===== config.mk =====
export PLATFORM = sky130hd
export DESIGN_NAME = wb_mem_stage
export DESIGN_NICKNAME = d
export VERILOG_FILES = /design/src/rtl/wb_mem_stage.sv
export SDC_FILE = /design/constraint.sdc
export NUM_CORES = 1
export LEC_CHECK = 0
export ABC_AREA = 1
export BUFFER_PORTS_ARGS = -buffer_cell sky130_fd_sc_hd__buf_2
export CORE_ASPECT_RATIO = 0.9
export CORE_UTILIZATION = 25
export DETAILED_ROUTE_END_ITERATION = 10
export PLACE_DENSITY = 0.6
export SYNTH_ARGS = -nofsm -noshare
export SYNTH_HDL_FRONTEND = slang
export SYNTH_SLANG_ARGS = --single-unit

===== constraint.sdc =====
create_clock -name clk -period 4 [get_ports clk]
set_input_delay 0.2 -clock clk [delete_from_list [all_inputs] [get_ports clk]]
set_output_delay 0.2 -clock clk [all_outputs]
set_load 0.005 [all_outputs]

===== src/rtl/wb_mem_stage.sv =====
// Write-back / memory stage: issues data-RAM accesses over a req/ack handshake,
// stalls upstream while one is outstanding, and drives the register-file write port.
module wb_mem_stage #(
  parameter int pc_width    = 10,
  parameter int index_width = 3,
  parameter int reg_width   = 32,
  parameter int addr_width  = 10,
  parameter int data_width  = 32,
  parameter int timeout     = 255,
  parameter int to_width    = 8
) (
  input  logic                   clk,
  input  logic                   rst,
  input  logic [pc_width-1:0]    pc_next_wb,
  input  logic                   memRead_wb,
  input  logic                   memWrite_wb,
  input  logic                   aluToReg_wb,
  input  logic                   constToReg_wb,
  input  logic                   regWrite_wb,
  input  logic [index_width-1:0] op0_wb,
  input  logic [reg_width-1:0]   resAlu_wb,
  input  logic [addr_width-1:0]  addrRam_wb,
  input  logic [data_width-1:0]  wr_dataRam_wb,
  output logic                   ram_req,
  output logic                   ram_we,
  output logic [addr_width-1:0]  ram_addr,
  output logic [data_width-1:0]  ram_wdata,
  input  logic [data_width-1:0]  ram_rdata,
  input  logic                   ram_ack,
  output logic                   stall,
  output logic                   rf_we,
  output logic [index_width-1:0] rf_idx,
  output logic [reg_width-1:0]   rf_wdata,
  output logic                   bus_err
);

  typedef enum logic [1:0] {S_IDLE, S_BUSY, S_DONE} state_t;

  localparam logic [to_width-1:0] c_to_last = to_width'(timeout - 1);

  state_t                r_state;
  state_t                w_state_next;
  logic                  r_ram_req;
  logic                  r_ram_we;
  logic [addr_width-1:0] r_ram_addr;
  logic [data_width-1:0] r_ram_wdata;
  logic [data_width-1:0] r_rdata;
  logic [to_width-1:0]   r_timer;
  logic                  r_bus_err;

  logic                  w_mem_op;
  logic                  w_expire;
  logic [reg_width-1:0]  w_mux_data;

  assign w_mem_op = memRead_wb | memWrite_wb;
  assign w_expire = (timeout != 0) && (r_timer == c_to_last);

  // NOTE: sequential state uses non-blocking assignments so every register samples pre-edge values.
  always_ff @(posedge clk) begin
    if (rst) r_state <= S_IDLE;
    else     r_state <= w_state_next;
  end

  // NOTE: every always_comb output gets a default first so no path can infer a latch.
  always_comb begin
    w_state_next = r_state;
    case (r_state)
      S_IDLE:  if (w_mem_op) w_state_next = S_BUSY;
      S_BUSY:  if (ram_ack || w_expire) w_state_next = S_DONE;
      S_DONE:  w_state_next = S_IDLE;
      default: w_state_next = S_IDLE;
    endcase
  end

  always_ff @(posedge clk) begin
    if (rst) begin
      r_ram_req   <= 1'b0;
      r_ram_we    <= 1'b0;
      r_ram_addr  <= '0;
      r_ram_wdata <= '0;
      r_rdata     <= '0;
      r_timer     <= '0;
      r_bus_err   <= 1'b0;
    end else begin
      case (r_state)
        S_IDLE: begin
          if (w_mem_op) begin
            r_ram_req   <= 1'b1;
            r_ram_addr  <= addrRam_wb;
            r_ram_wdata <= wr_dataRam_wb;
            // A combined read+write request is treated as a read.
            r_ram_we    <= memWrite_wb & ~memRead_wb;
            r_timer     <= '0;
          end
        end
        S_BUSY: begin
          if (ram_ack) begin
            r_ram_req <= 1'b0;
            if (!r_ram_we) r_rdata <= ram_rdata;
          end else if (w_expire) begin
            r_ram_req <= 1'b0;
            r_rdata   <= '0;
            r_bus_err <= 1'b1;
          end else begin
            r_timer <= r_timer + 1'b1;
          end
        end
        default: ;
      endcase
    end
  end

  always_comb begin
    w_mux_data = '0;
    if (aluToReg_wb)        w_mux_data = resAlu_wb;
    else if (constToReg_wb) w_mux_data = reg_width'(pc_next_wb);
  end

  always_comb begin
    stall    = 1'b0;
    rf_we    = 1'b0;
    rf_wdata = w_mux_data;
    if (!rst) begin
      case (r_state)
        S_IDLE: begin
          stall = w_mem_op;
          rf_we = regWrite_wb & ~w_mem_op;
        end
        S_BUSY: stall = 1'b1;
        S_DONE: begin
          rf_we = regWrite_wb;
          if (memRead_wb) rf_wdata = r_rdata;
        end
        default: ;
      endcase
    end
  end

  assign ram_req   = r_ram_req;
  assign ram_we    = r_ram_we;
  assign ram_addr  = r_ram_addr;
  assign ram_wdata = r_ram_wdata;
  assign rf_idx    = op0_wb;
  assign bus_err   = r_bus_err;

endmodule

Yosys cells after proc, flatten, opt, wreduce, memory -nomap -nowiden
Cells that the tools add are included.
{"block": "totals", "regBits": 87, "input_bits": 127, "output_inout_bits": 82, "elab_cells": 57}
{"block": "op_classes", "n_reduce_logical": 10, "n_eq_ne": 9, "bitwise_logic": 6, "muxes": 23, "add_sub_neg": 1}
{"operator": "$mux W32", "count": 7}
{"operator": "$mux W8", "count": 3}
{"operator": "$pmux W8 S2", "count": 1}
{"operator": "$mux W10", "count": 1}
{"operator": "$ne A2 B2 Y1 const B", "count": 5}
{"operator": "$reduce_and A3 Y1", "count": 3}
{"operator": "$add A8 B1 Y8 const B", "count": 1}
{"operator": "$eq A8 B8 Y1 const B", "count": 1}
{"operator": "$pmux W1 S2", "count": 3}
{"operator": "$mux W1", "count": 5}
{"operator": "$mux W2", "count": 2}
{"operator": "$pmux W2 S2", "count": 1}
{"operator": "$reduce_and A2 Y1", "count": 2}
{"operator": "$reduce_and A4 Y1", "count": 1}
{"operator": "$reduce_bool A2 Y1", "count": 2}
{"operator": "$ne A3 B3 Y1 const B", "count": 1}
{"operator": "$not A1 Y1", "count": 3}
{"operator": "$and A1 B1 Y1", "count": 2}
{"operator": "$eq A2 B1 Y1 const B", "count": 1}
{"operator": "$eq A2 B2 Y1 const B", "count": 1}
{"operator": "$logic_not A2 Y1", "count": 1}
{"operator": "$logic_or A1 B1 Y1", "count": 1}
{"operator": "$or A1 B1 Y1", "count": 1}

Depth between registers and ports, before layout
Gate-level depths: netlist (run 1).
{"block": "logic_depth", "word_depth": 5, "ltp_mapped": 11, "depth_no_buf": 10}

Worst setup path after synthesis (run 1)
OpenSTA, ideal clock, no wires.
{"block": "synth_timing", "path_type": "reg2reg", "start": "reg r_timer[0]", "end": "reg r_rdata[10]", "slack_ps": 2600, "t_required_ps": 3888, "setup_time_ps": 112, "period_less_slack_ps": 1400, "arrival_ps": 1287, "stages_incl_launch_ff": 11, "path_cell_list": "dfxtp_1 > inv_1 > ha_1 > nand2_1 > nor2_4 > nand3_2 > nand2_4 > buf_6 > nand3_1 > nand2_1 > nor2_2"}
{"block": "synth_between", "elab_chain_len": 3}
{"element": "start, declared", "line": "48", "source": "logic [to_width-1:0] r_timer;"}
{"element": "start signal, assigned", "line": "105", "source": "r_timer <= r_timer + 1'b1;"}
{"element": "$eq A8 B8 Y1", "line": "56", "source": "assign w_expire = (timeout != 0) && (r_timer == c_to_last);"}
{"element": "$reduce_bool A2 Y1 (no line)"}
{"element": "$reduce_and A3 Y1 (no line)"}
{"element": "end signal, assigned", "line": "99", "source": "if (!r_ram_we) r_rdata <= ram_rdata;"}
{"element": "end, declared", "line": "47", "source": "logic [data_width-1:0] r_rdata;"}
No other way between the ends.
A chain may end at the register's enable or synchronous reset.

Worst setup path after layout (run 1)
{"block": "layout_timing", "start": "reg r_state[0]", "end": "out rf_wdata[4]"}
{"block": "layout_between", "elab_chain_len": 3}
{"element": "start, declared", "line": "41", "source": "state_t r_state;"}
{"element": "start signal, assigned", "line": "61", "source": "else r_state <= w_state_next;"}
{"element": "$eq A2 B2 Y1", "line": "124", "source": "case (r_state)"}
{"element": "$mux W32", "line": "124"}
{"element": "$mux W32", "line": "123", "source": "if (!rst) begin"}
{"element": "end, declared", "line": "33", "source": "output logic [reg_width-1:0] rf_wdata,"}
No other way between the ends.

==> impl_metrics.tcl, run 1 <==
set metrics [dict create \
    status "finished, final reports clean" \
    grt_pass1_wl_mm 20.3 \
    antenna_found_initial 0 \
    post_cts_buffers 0 \
    fin_skew_ns 0.00776 \
    post-route-period-util 0.544 \
    final.setup.tns_ns 0 \
    synth_top_family_by_area "simple AND/OR/NAND/NOR gates" \
    synth_nets 769 \
    synth_adder_area_share 0.00582 \
    via_count 4504 \
    grt_pass1_vias 4000 \
    insertedDiodeCount 0 \
    drv_cap 0 \
    place_congestion 0.765 \
    areaGrowthSynthToFinish_pct 31.2 \
    hold_class "in -> reg" \
    path_cells "inv_2 -> nand4_1 -> buf_4 -> inv_2 -> a21oi_1 -> a21oi_1 -> buf_2" \
    ant_nets 0 \
    drive_gt1_frac 0.337 \
    drt_iter0_drc 230 \
    synthXorXnorAreaFrac 0 \
    htreeDepth 3 \
    layout_common_cells "buf_2 (202), nor2_1 (149), nand2_1 (133), dfxtp_1 (87), nand3_1 (72)" \
    use_met2 0.234 \
    cts_sinks 87 \
    totalWireLength_mm 12.7 \
    cts-root-buf "clkbuf_16" \
    instances_no_fill 1028 \
    synth_cell_type_count 24 \
    cp-end-kind "output pin" \
    place_hpwl_mm 8.73 \
    syn_inst 640 \
    grt_max_degree 83 \
    stdcell_area_um2 5640 \
    placed_area_um2 5360 \
    finalMaxSlewViolations 0 \
    yosys.area_share.simple 0.429 \
    viasPerCell 4.38 \
    cts_repair_resize_count 0 \
    pwr_density_cell_nw_per_um2 409 \
    multiInputGateArea_um2 2230 \
    ys_seq_area_frac 0.405 \
    use_met1 0.187 \
    power.leakage_nw 2.82 \
    met3_usage 0.0359 \
    seqCellArea_um2 1740 \
    syn_area_um2 4300 \
    pin_count 209 \
    top_usage_layer "met2" \
    finalSetupViolations 0 \
    holdBufCountCts 0 \
    drc 0 \
    grt-ovfl-total 0 \
    cts_buffer_depth 2 \
    fp-row-count 45 \
    irDropWorstVdd_v 0.000253 \
    synth_compound_area_frac 0.0833 \
    cts_tree "built" \
    die_w_um 140 \
    wl_per_cell_um 12.3 \
    core_area_um2 16800 \
    final_common_cell "buf_2" \
    first_pass_iters 4 \
    portBuffers 202 \
    synthMuxAreaShare 0 \
    dieArea_um2 17700 \
    syn_area_per_cell_um2 6.72 \
    die_y_um 126 \
    report.final.hold_viol_count 0 \
    slowest_delay_ns 0.46 \
    clock_latency_ns 0.35 \
    ys_warn_count 0 \
    dp.cells 1012 \
    initial_core_util 0.255 \
    worst-setup-path-type "reg -> out" \
    worst_pin_slew_ns 0.793 \
    slew_headroom 0.471 \
    numCtsBuffers 9 \
    num-nets-final 941 \
    min_period_ns 2.18 \
    rsz0062_at_grt "no" \
    startpoint_type "flip-flop" \
    max_freq_mhz 460 \
    nFillCells 1852 \
    crit_required_ns 3.80 \
    worst_ep_arrival_time_ns 1.98 \
    track_usage 0.145 \
    clk_pin_slew_ns 0.07 \
    cpMaxStageDelayCell "inv_2" \
    path_max_fanout 33 \
    synth-seq-cells 87 \
]
==> kinds of logic after synthesis <==
group / after synthesis
compound gates: 71
flops: 87
buf+inv: 66
fa+ha+maj: 2
simple gates: 414
==> final timing paths <==
kind | startpoint | to | slack, ns | cells after the start
worst max-delay path | r_state[0]$_SDFFE_PP0P_ | rf_wdata[4] | 1.82 | 7
worst min-delay path | memRead_wb | ram_we$_SDFFE_PP0P_ | 0.06 | 2
worst max register to register | r_timer[1]$_SDFFE_PP0P_ | r_rdata[29]$_SDFFE_PP0P_ | 2.08 | 9
worst min register to register | r_rdata[24]$_SDFFE_PP0P_ | r_rdata[24]$_SDFFE_PP0P_ | 0.47 | 2
==> layer usage <==
layer	share of wire	wire, µm
met3	0.051	642
met4	0.015	184
met1	0.47	5960
met2	0.46	5890
met5	0	0
==> worst max-delay path: cells and delay by family (launching register included) <==
| kind | cells | cell delay [ns] |
|---|---|---|
| flip-flops | 1 | 0.32 |
| AND/OR/NAND/NOR | 1 | 0.09 |
| buffers and inverters | 4 | 0.95 |
| AO/OA/AOI/OAI | 2 | 0.24 |
==> state kept, by name, indices dropped and copies added, names as in the netlist <==
| register | cells |
|---|---|
| bus_err | 1 |
| r_rdata | 32 |
| r_state | 2 |
| r_timer | 8 |
| ram_addr | 10 |
| ram_req | 1 |
| ram_wdata | 32 |
| ram_we | 1 |
==> power by group <==
group	internal, W	leakage (nW)	switching, W
Combinational	0.000199	1.96	0.000281
Clock	0.000441	0.135	0.000376
Sequential	0.000958	0.717	0.0000490
Total	0.00160	2.82	0.000706
==> through the flow <==
| stage | util | power [W] | hold slack (ns) | worst slack [ns] |
|---|---|---|---|---|
| after floorplan | - | 0.00133 | 0.296 | 2.60 |
| after global placement | 0.318 | 0.00151 | 0.400 | 1.81 |
| after detailed placement | 0.318 | 0.00151 | 0.400 | 1.81 |
| after CTS | 0.335 | 0.00234 | 0.0488 | 1.76 |
| after global routing | 0.335 | 0.00245 | 0.0617 | 1.57 |
| final | 0.335 | 0.00230 | 0.0638 | 1.82 |
==> final cells by class <==
cell class,count,area share
inverters,20,0.0133
clock inverters,6,0.00755
clock buffers,10,0.0424
repair buffers,207,0.186
well taps,211,0.0468
flip-flops and latches,87,0.309
multi-input cells,487,0.395
==> cells in the mapped netlist, drive strengths merged <==
library cell  count  share of area
nand2           142           0.13
inv              18          0.016
a21oi            26          0.030
nor3b             1         0.0017
nand3            73          0.086
nor2            187           0.19
a211oi            1         0.0017
nand4             8          0.012
dfxtp            87           0.41
clkinv            2         0.0017
o21ai            44          0.051
clkbuf           16          0.014
ha                2         0.0058
nand3b            3         0.0052
buf              30          0.045
Power figures use the tool's default switching activity.
==> run 2: changes to the inputs <==
--- a/config.mk
+++ b/config.mk
@@ -10,7 +10,7 @@
 export CORE_ASPECT_RATIO = 0.9
 export CORE_UTILIZATION = 25
 export DETAILED_ROUTE_END_ITERATION = 10
-export PLACE_DENSITY = 0.6
+export PLACE_DENSITY = 0.61
 export SYNTH_ARGS = -nofsm -noshare
 export SYNTH_HDL_FRONTEND = slang
 export SYNTH_SLANG_ARGS = --single-unit
==> constraint.sdc (replaced) <==
create_clock -name clk -period 1.9 [get_ports clk]
set_input_delay 0.095 -clock clk [delete_from_list [all_inputs] [get_ports clk]]
set_output_delay 0.095 -clock clk [all_outputs]
set_load 0.005 [all_outputs]
==> run 2 against run 1 <==
Effect of this change: non-clock buffer count grew 32; global-route usage rose by 0.097 points; combinational power up 130%; critical endpoint is now rf_wdata[1]; highest routed layer unchanged.
==> impl_metrics.tcl, run 2 (synthesized netlist as in run 1, its figures left out) <==
set metrics [dict create \
    place_hpwl_mm 9.03 \
    areaGrowthSynthToFinish_pct 39.7 \
    grt_pass1_vias 4107 \
    grt_pass1_wl_mm 20.6 \
    numCtsBuffers 9 \
    fin_skew_ns 0.00623 \
    crit_end "rf_wdata[1]" \
    top_usage_layer "met2" \
    num-nets-final 973 \
    via_count 4686 \
    cp-end-kind "output pin" \
    status "finished, final reports clean" \
    track_usage 0.146 \
    totalWireLength_mm 12.9 \
    stdcell_area_um2 6000 \
    power.leakage_nw 2.97 \
    slew_headroom 0.770 \
    setup_ws_ns 0.138 \
    worst-setup-path-type "in -> out" \
    dieArea_um2 17700 \
    met3_usage 0.0325 \
    report.final.hold_viol_count 0 \
    grt-ovfl-total 0 \
    htreeDepth 3 \
    min_period_ns 1.76 \
    drive_gt1_frac 0.332 \
    r2r_cells 8 \
    place_congestion 0.774 \
    clock_latency_ns 0.34 \
    final.setup.tns_ns 0 \
    r2r_setup_slack_ns 0.27 \
    path_max_fanout 17 \
    initial_core_util 0.255 \
    drt_iter0_drc 191 \
    die_y_um 126 \
    irDropWorstVdd_v 0.000389 \
    antenna_found_initial 1 \
    viasPerCell 4.42 \
    use_met2 0.240 \
    finalSetupViolations 0 \
    use_met1 0.185 \
    cts_tree "built" \
    finalMaxSlewViolations 0 \
    die_w_um 140 \
    first_pass_iters 5 \
    cts-root-buf "clkbuf_16" \
    cts_buffer_depth 2 \
    startpoint_type "primary input" \
    post-route-period-util 0.927 \
    max_freq_mhz 568 \
    setup.worst_path.start "memRead_wb" \
    fp-row-count 45 \
    worst_pin_slew_ns 0.345 \
    post_cts_buffers 0 \
    worst_ep_arrival_time_ns 1.67 \
    final_common_cell "buf_2" \
    rsz0062_at_grt "no" \
    clk_pin_slew_ns 0.07 \
    worstReg2RegEnd "r_rdata[24]$_SDFFE_PP0P_" \
    wl_per_cell_um 12.2 \
    crit_required_ns 1.80 \
    pwr_density_cell_nw_per_um2 818 \
    pin_count 209 \
    core_area_um2 16800 \
    layout_common_cells "buf_2 (202), nor2_1 (149), nand2_1 (133), dfxtp_1 (87), nand3_1 (72)" \
    dp_slack_ns 0.210 \
    ant_nets 0 \
    portBuffers 202 \
    total_power_w 0.00491 \
    grt_max_degree 83 \
    cts_sinks 87 \
    hold_class "in -> reg" \
    r2r_start "r_timer[1]$_SDFFE_PP0P_" \
    drc 0 \
    placed_area_um2 5470 \
    drv_cap 0 \
]
-- run 2: cell types whose count changed in the layout (fill, tap and decap cells not counted) --
cell           before  now
dlygate4sd3_1       0   24
buf_12              0    4
buf_4               5    9
clkinv_2            2    0
clkbuf_1            0    1
clkinv_4            0    1
diode_2             0    1
inv_2               4    3
inv_4               0    1
nand2_4             4    3
nand2_8             0    1
-- run 2: worst min path at each step --
stage	depth (start not counted)	slack (ns)	start	end
2_1_floorplan	1	0.19	memRead_wb	ram_we$_SDFFE_PP0P_
3_3_place_gp	0	0.19	op0_wb[2]	rf_idx[2]
3_5_place_dp	0	0.19	op0_wb[2]	rf_idx[2]
4_1_cts	3	0.001	wr_dataRam_wb[14]	ram_wdata[14]$_SDFFE_PP0P_
5_1_grt	3	0.01	addrRam_wb[5]	ram_addr[5]$_SDFFE_PP0P_
6_report	3	0.01	wr_dataRam_wb[14]	ram_wdata[14]$_SDFFE_PP0P_
-- run 2: cell type report --
type,instances,area [µm²]
multi-input combinational,487,2230
clock inverter,5,41.3
fill,1809,10800
timing repair buffer,239,1400
tap,211,264
sequential,87,1740
clock buffer,11,243
antenna,1,2.50
inverter,20,77.6
-- run 2: through the flow --
stage / hold slack, ns / util / std cells
after floorplan: 0.191 / - / 640
after global placement: 0.190 / 0.325 / 1020
after detailed placement: 0.190 / 0.325 / 1020
after CTS: 0.00141 / 0.356 / 1060
after global routing: 0.0143 / 0.357 / 1061
final: 0.0139 / 0.357 / 1061
-- run 2: routing by layer --
layer	vias to the layer above	wire length (µm)	part of all wire
met5	-	0	0
met4	0	269	0.021
met3	22	581	0.045
met2	121	6180	0.48
met1	2101	5900	0.46
li1	2442	-	-
-- run 2: power by group --
part	leakage [nW]	internal, W	switching (W)
Combinational	2.12	0.000484	0.000614
Clock	0.133	0.000934	0.000759
Sequential	0.717	0.00202	0.000103
-- run 2: timing repair --
item,4_1_cts,5_1_grt
resized for setup,0,3
hold buffers,24,0
setup endpoints to repair,0,4
endpoints found under the hold margin,24,0
-- run 2: critical path, stage by stage --
cell           delay [ns]
dlygate4sd3_1        0.55
buf_2                0.14
nand4_1              0.17
inv_4                0.23
buf_12               0.17
a21oi_1              0.04
a21oi_1              0.14
buf_2                0.13
==> run 3: changes to the inputs <==
--- a/config.mk
+++ b/config.mk
@@ -8,9 +8,9 @@
 export ABC_AREA = 1
 export BUFFER_PORTS_ARGS = -buffer_cell sky130_fd_sc_hd__buf_2
 export CORE_ASPECT_RATIO = 0.9
-export CORE_UTILIZATION = 25
+export CORE_UTILIZATION = 40
 export DETAILED_ROUTE_END_ITERATION = 10
-export PLACE_DENSITY = 0.61
+export PLACE_DENSITY = 0.85
 export SYNTH_ARGS = -nofsm -noshare
 export SYNTH_HDL_FRONTEND = slang
 export SYNTH_SLANG_ARGS = --single-unit
==> run 3 against run 2 <==
Effect of this change: routed wire length fell by 9.1%; first-iteration DRC count rose by 25%; the run now ends with DRC left; critical path type unchanged; final area fell by 6.4%; cell count fell by 10%; worst hold slack got worse by 0.0025 ns; core utilization rose by 19 points; via count fell by 0.26%; flip-flop and latch count did not move; register-to-register slack got worse by 0.06 ns; die area fell by 37%; largest power group unchanged; clock-buffer cell count fell by 2.
==> impl_metrics.tcl, run 3 (synthesized netlist as in run 1, its figures left out) <==
set metrics [dict create \
    grt-ovfl-total 0 \
    multiInputGateArea_um2 2250 \
    fp-row-count 35 \
    portBuffers 202 \
    antenna_found_initial 0 \
    path_cells "dlygate4sd3_1 -> buf_2 -> nand4_1 -> buf_4 -> nor2_1 -> a21oi_1 -> buf_2" \
    power.leakage_nw 2.85 \
    cts-root-buf "clkbuf_16" \
    cp-end-kind "output pin" \
    dp_slack_ns -0.0224 \
    track_usage 0.209 \
    startpoint_type "primary input" \
    post-route-period-util 0.915 \
    final_common_cell "buf_2" \
    nFillCells 1014 \
    irDropWorstVdd_v 0.000411 \
    grt_max_degree 83 \
    via_count 4674 \
    areaGrowthSynthToFinish_pct 30.7 \
    finalSetupViolations 0 \
    grt_pass1_wl_mm 19.0 \
    crit_required_ns 1.80 \
    drc 22 \
    seqCellArea_um2 1740 \
    violations "DRC" \
    instances_no_fill 952 \
    dieArea_um2 11200 \
    slowest_delay_ns 0.54 \
    cts_tree "built" \
    post-route-util 0.544 \
    ant_nets 0 \
    worst_pin_slew_ns 0.482 \
    status "finished, violations left" \
    htreeDepth 3 \
    hold_class "in -> reg" \
    fin_skew_ns 0.00833 \
    slew_headroom 0.678 \
    cpMostUsedCell "buf_2" \
    viasPerCell 4.91 \
    worst_ep_arrival_time_ns 1.64 \
    initial_core_util 0.416 \
    num-nets-final 948 \
    cts_buffer_depth 2 \
    setup.worst_path.start "memRead_wb" \
    worst-setup-path-type "in -> out" \
    setup_ws_ns 0.162 \
    critical_path_buf_inv_count 4 \
    die_w_um 111 \
    totalWireLength_mm 11.8 \
    pwr_density_cell_nw_per_um2 850 \
    finalMaxSlewViolations 0 \
    clock_latency_ns 0.33 \
    cp_top_family "buffers and inverters" \
    die_y_um 100 \
    grt_pass1_vias 3966 \
    drv_cap 0 \
    wl_per_cell_um 12.4 \
    clk_pin_slew_ns 0.07 \
    path_max_fanout 32 \
    rsz0062_at_grt "no" \
    report.final.hold_viol_count 0 \
    drive_gt1_frac 0.340 \
    insertedDiodeCount 0 \
    cpMaxStageDelayCell "dlygate4sd3_1" \
    cts_sinks 87 \
    first_pass_iters 8 \
    dp.cells 935 \
    hp-start "wr_dataRam_wb[20]" \
    core_area_um2 10300 \
    pin_count 209 \
    layout_common_cells "buf_2 (202), nor2_1 (149), nand2_1 (133), dfxtp_1 (87), nand3_1 (72)" \
    drt_iter0_drc 239 \
    place_hpwl_mm 8.18 \
    place_congestion 0.847 \
    final.setup.tns_ns 0 \
    r2r_start "r_timer[1]$_SDFFE_PP0P_" \
    min_period_ns 1.74 \
    max_freq_mhz 575 \
    numCtsBuffers 9 \
]
==> run 3: cell types whose count changed in the layout (fill, tap and decap cells not counted) <==
cell	delta
dlygate4sd3_1	-23
buf_12	-2
buf_4	-1
clkbuf_1	-1
clkbuf_8	-1
clkinv_2	+1
diode_2	-1
nor2_4	+1
==> run 3: what timing repair did <==
action,4_1_cts,5_1_grt
endpoints found under the hold margin,1,0
setup buffers,0,0
endpoints found under the setup margin,27,4
hold buffers,1,0
resized for setup,1,2
gates cloned,1,0
==> run 3: metal layers <==
metal	share of wire	routed length, µm	global-route usage
met3	0.061	719	0.0386
met1	0.43	5090	0.269
met4	0.013	148	0.0655
met5	0	0	0
met2	0.49	5800	0.356
==> run 3: cell type report <==
cell class / count / area share
clock buffers: 9 / 0.0401
inverters: 20 / 0.0138
well taps: 129 / 0.0287
multi-input cells: 488 / 0.400
flip-flops and latches: 87 / 0.310
clock inverters: 6 / 0.00824
repair buffers: 213 / 0.200
==> run 3: worst register-to-register path, delay by kind of cell, from the launching register on <==
kind / cells / cell delay, ns
AND/OR/NAND/NOR: 8 / 1.03
flip-flops: 1 / 0.41
adder cells (fa/ha/maj): 1 / 0.17
==> run 3: final timing paths <==
check        slack (ns)                          to  cells past startpoint
max                0.16                 rf_wdata[2]                      7
max reg2reg        0.21    r_rdata[30]$_SDFFE_PP0P_                      9
min                0.01  ram_wdata[20]$_SDFFE_PP0P_                      3
min reg2reg        0.47    r_rdata[23]$_SDFFE_PP0P_                      2
==> run 3: report_power, final <==
group / total (W) / switching, W / internal, W
Clock: 0.00162 / 0.000728 / 0.000888
Sequential: 0.00212 / 0.000104 / 0.00202
Combinational: 0.00104 / 0.000599 / 0.000437
==> run 3: stage by stage <==
stage	power, W	hold slack, ns	area [µm²]
2_1_floorplan	0.00280	0.191	4300
3_3_place_gp	0.00316	0.190	5320
4_1_cts	0.00483	0.00316	5610
3_5_place_dp	0.00319	0.190	5320
6_report	0.00477	0.0114	5620
5_1_grt	0.00506	0.00565	5620
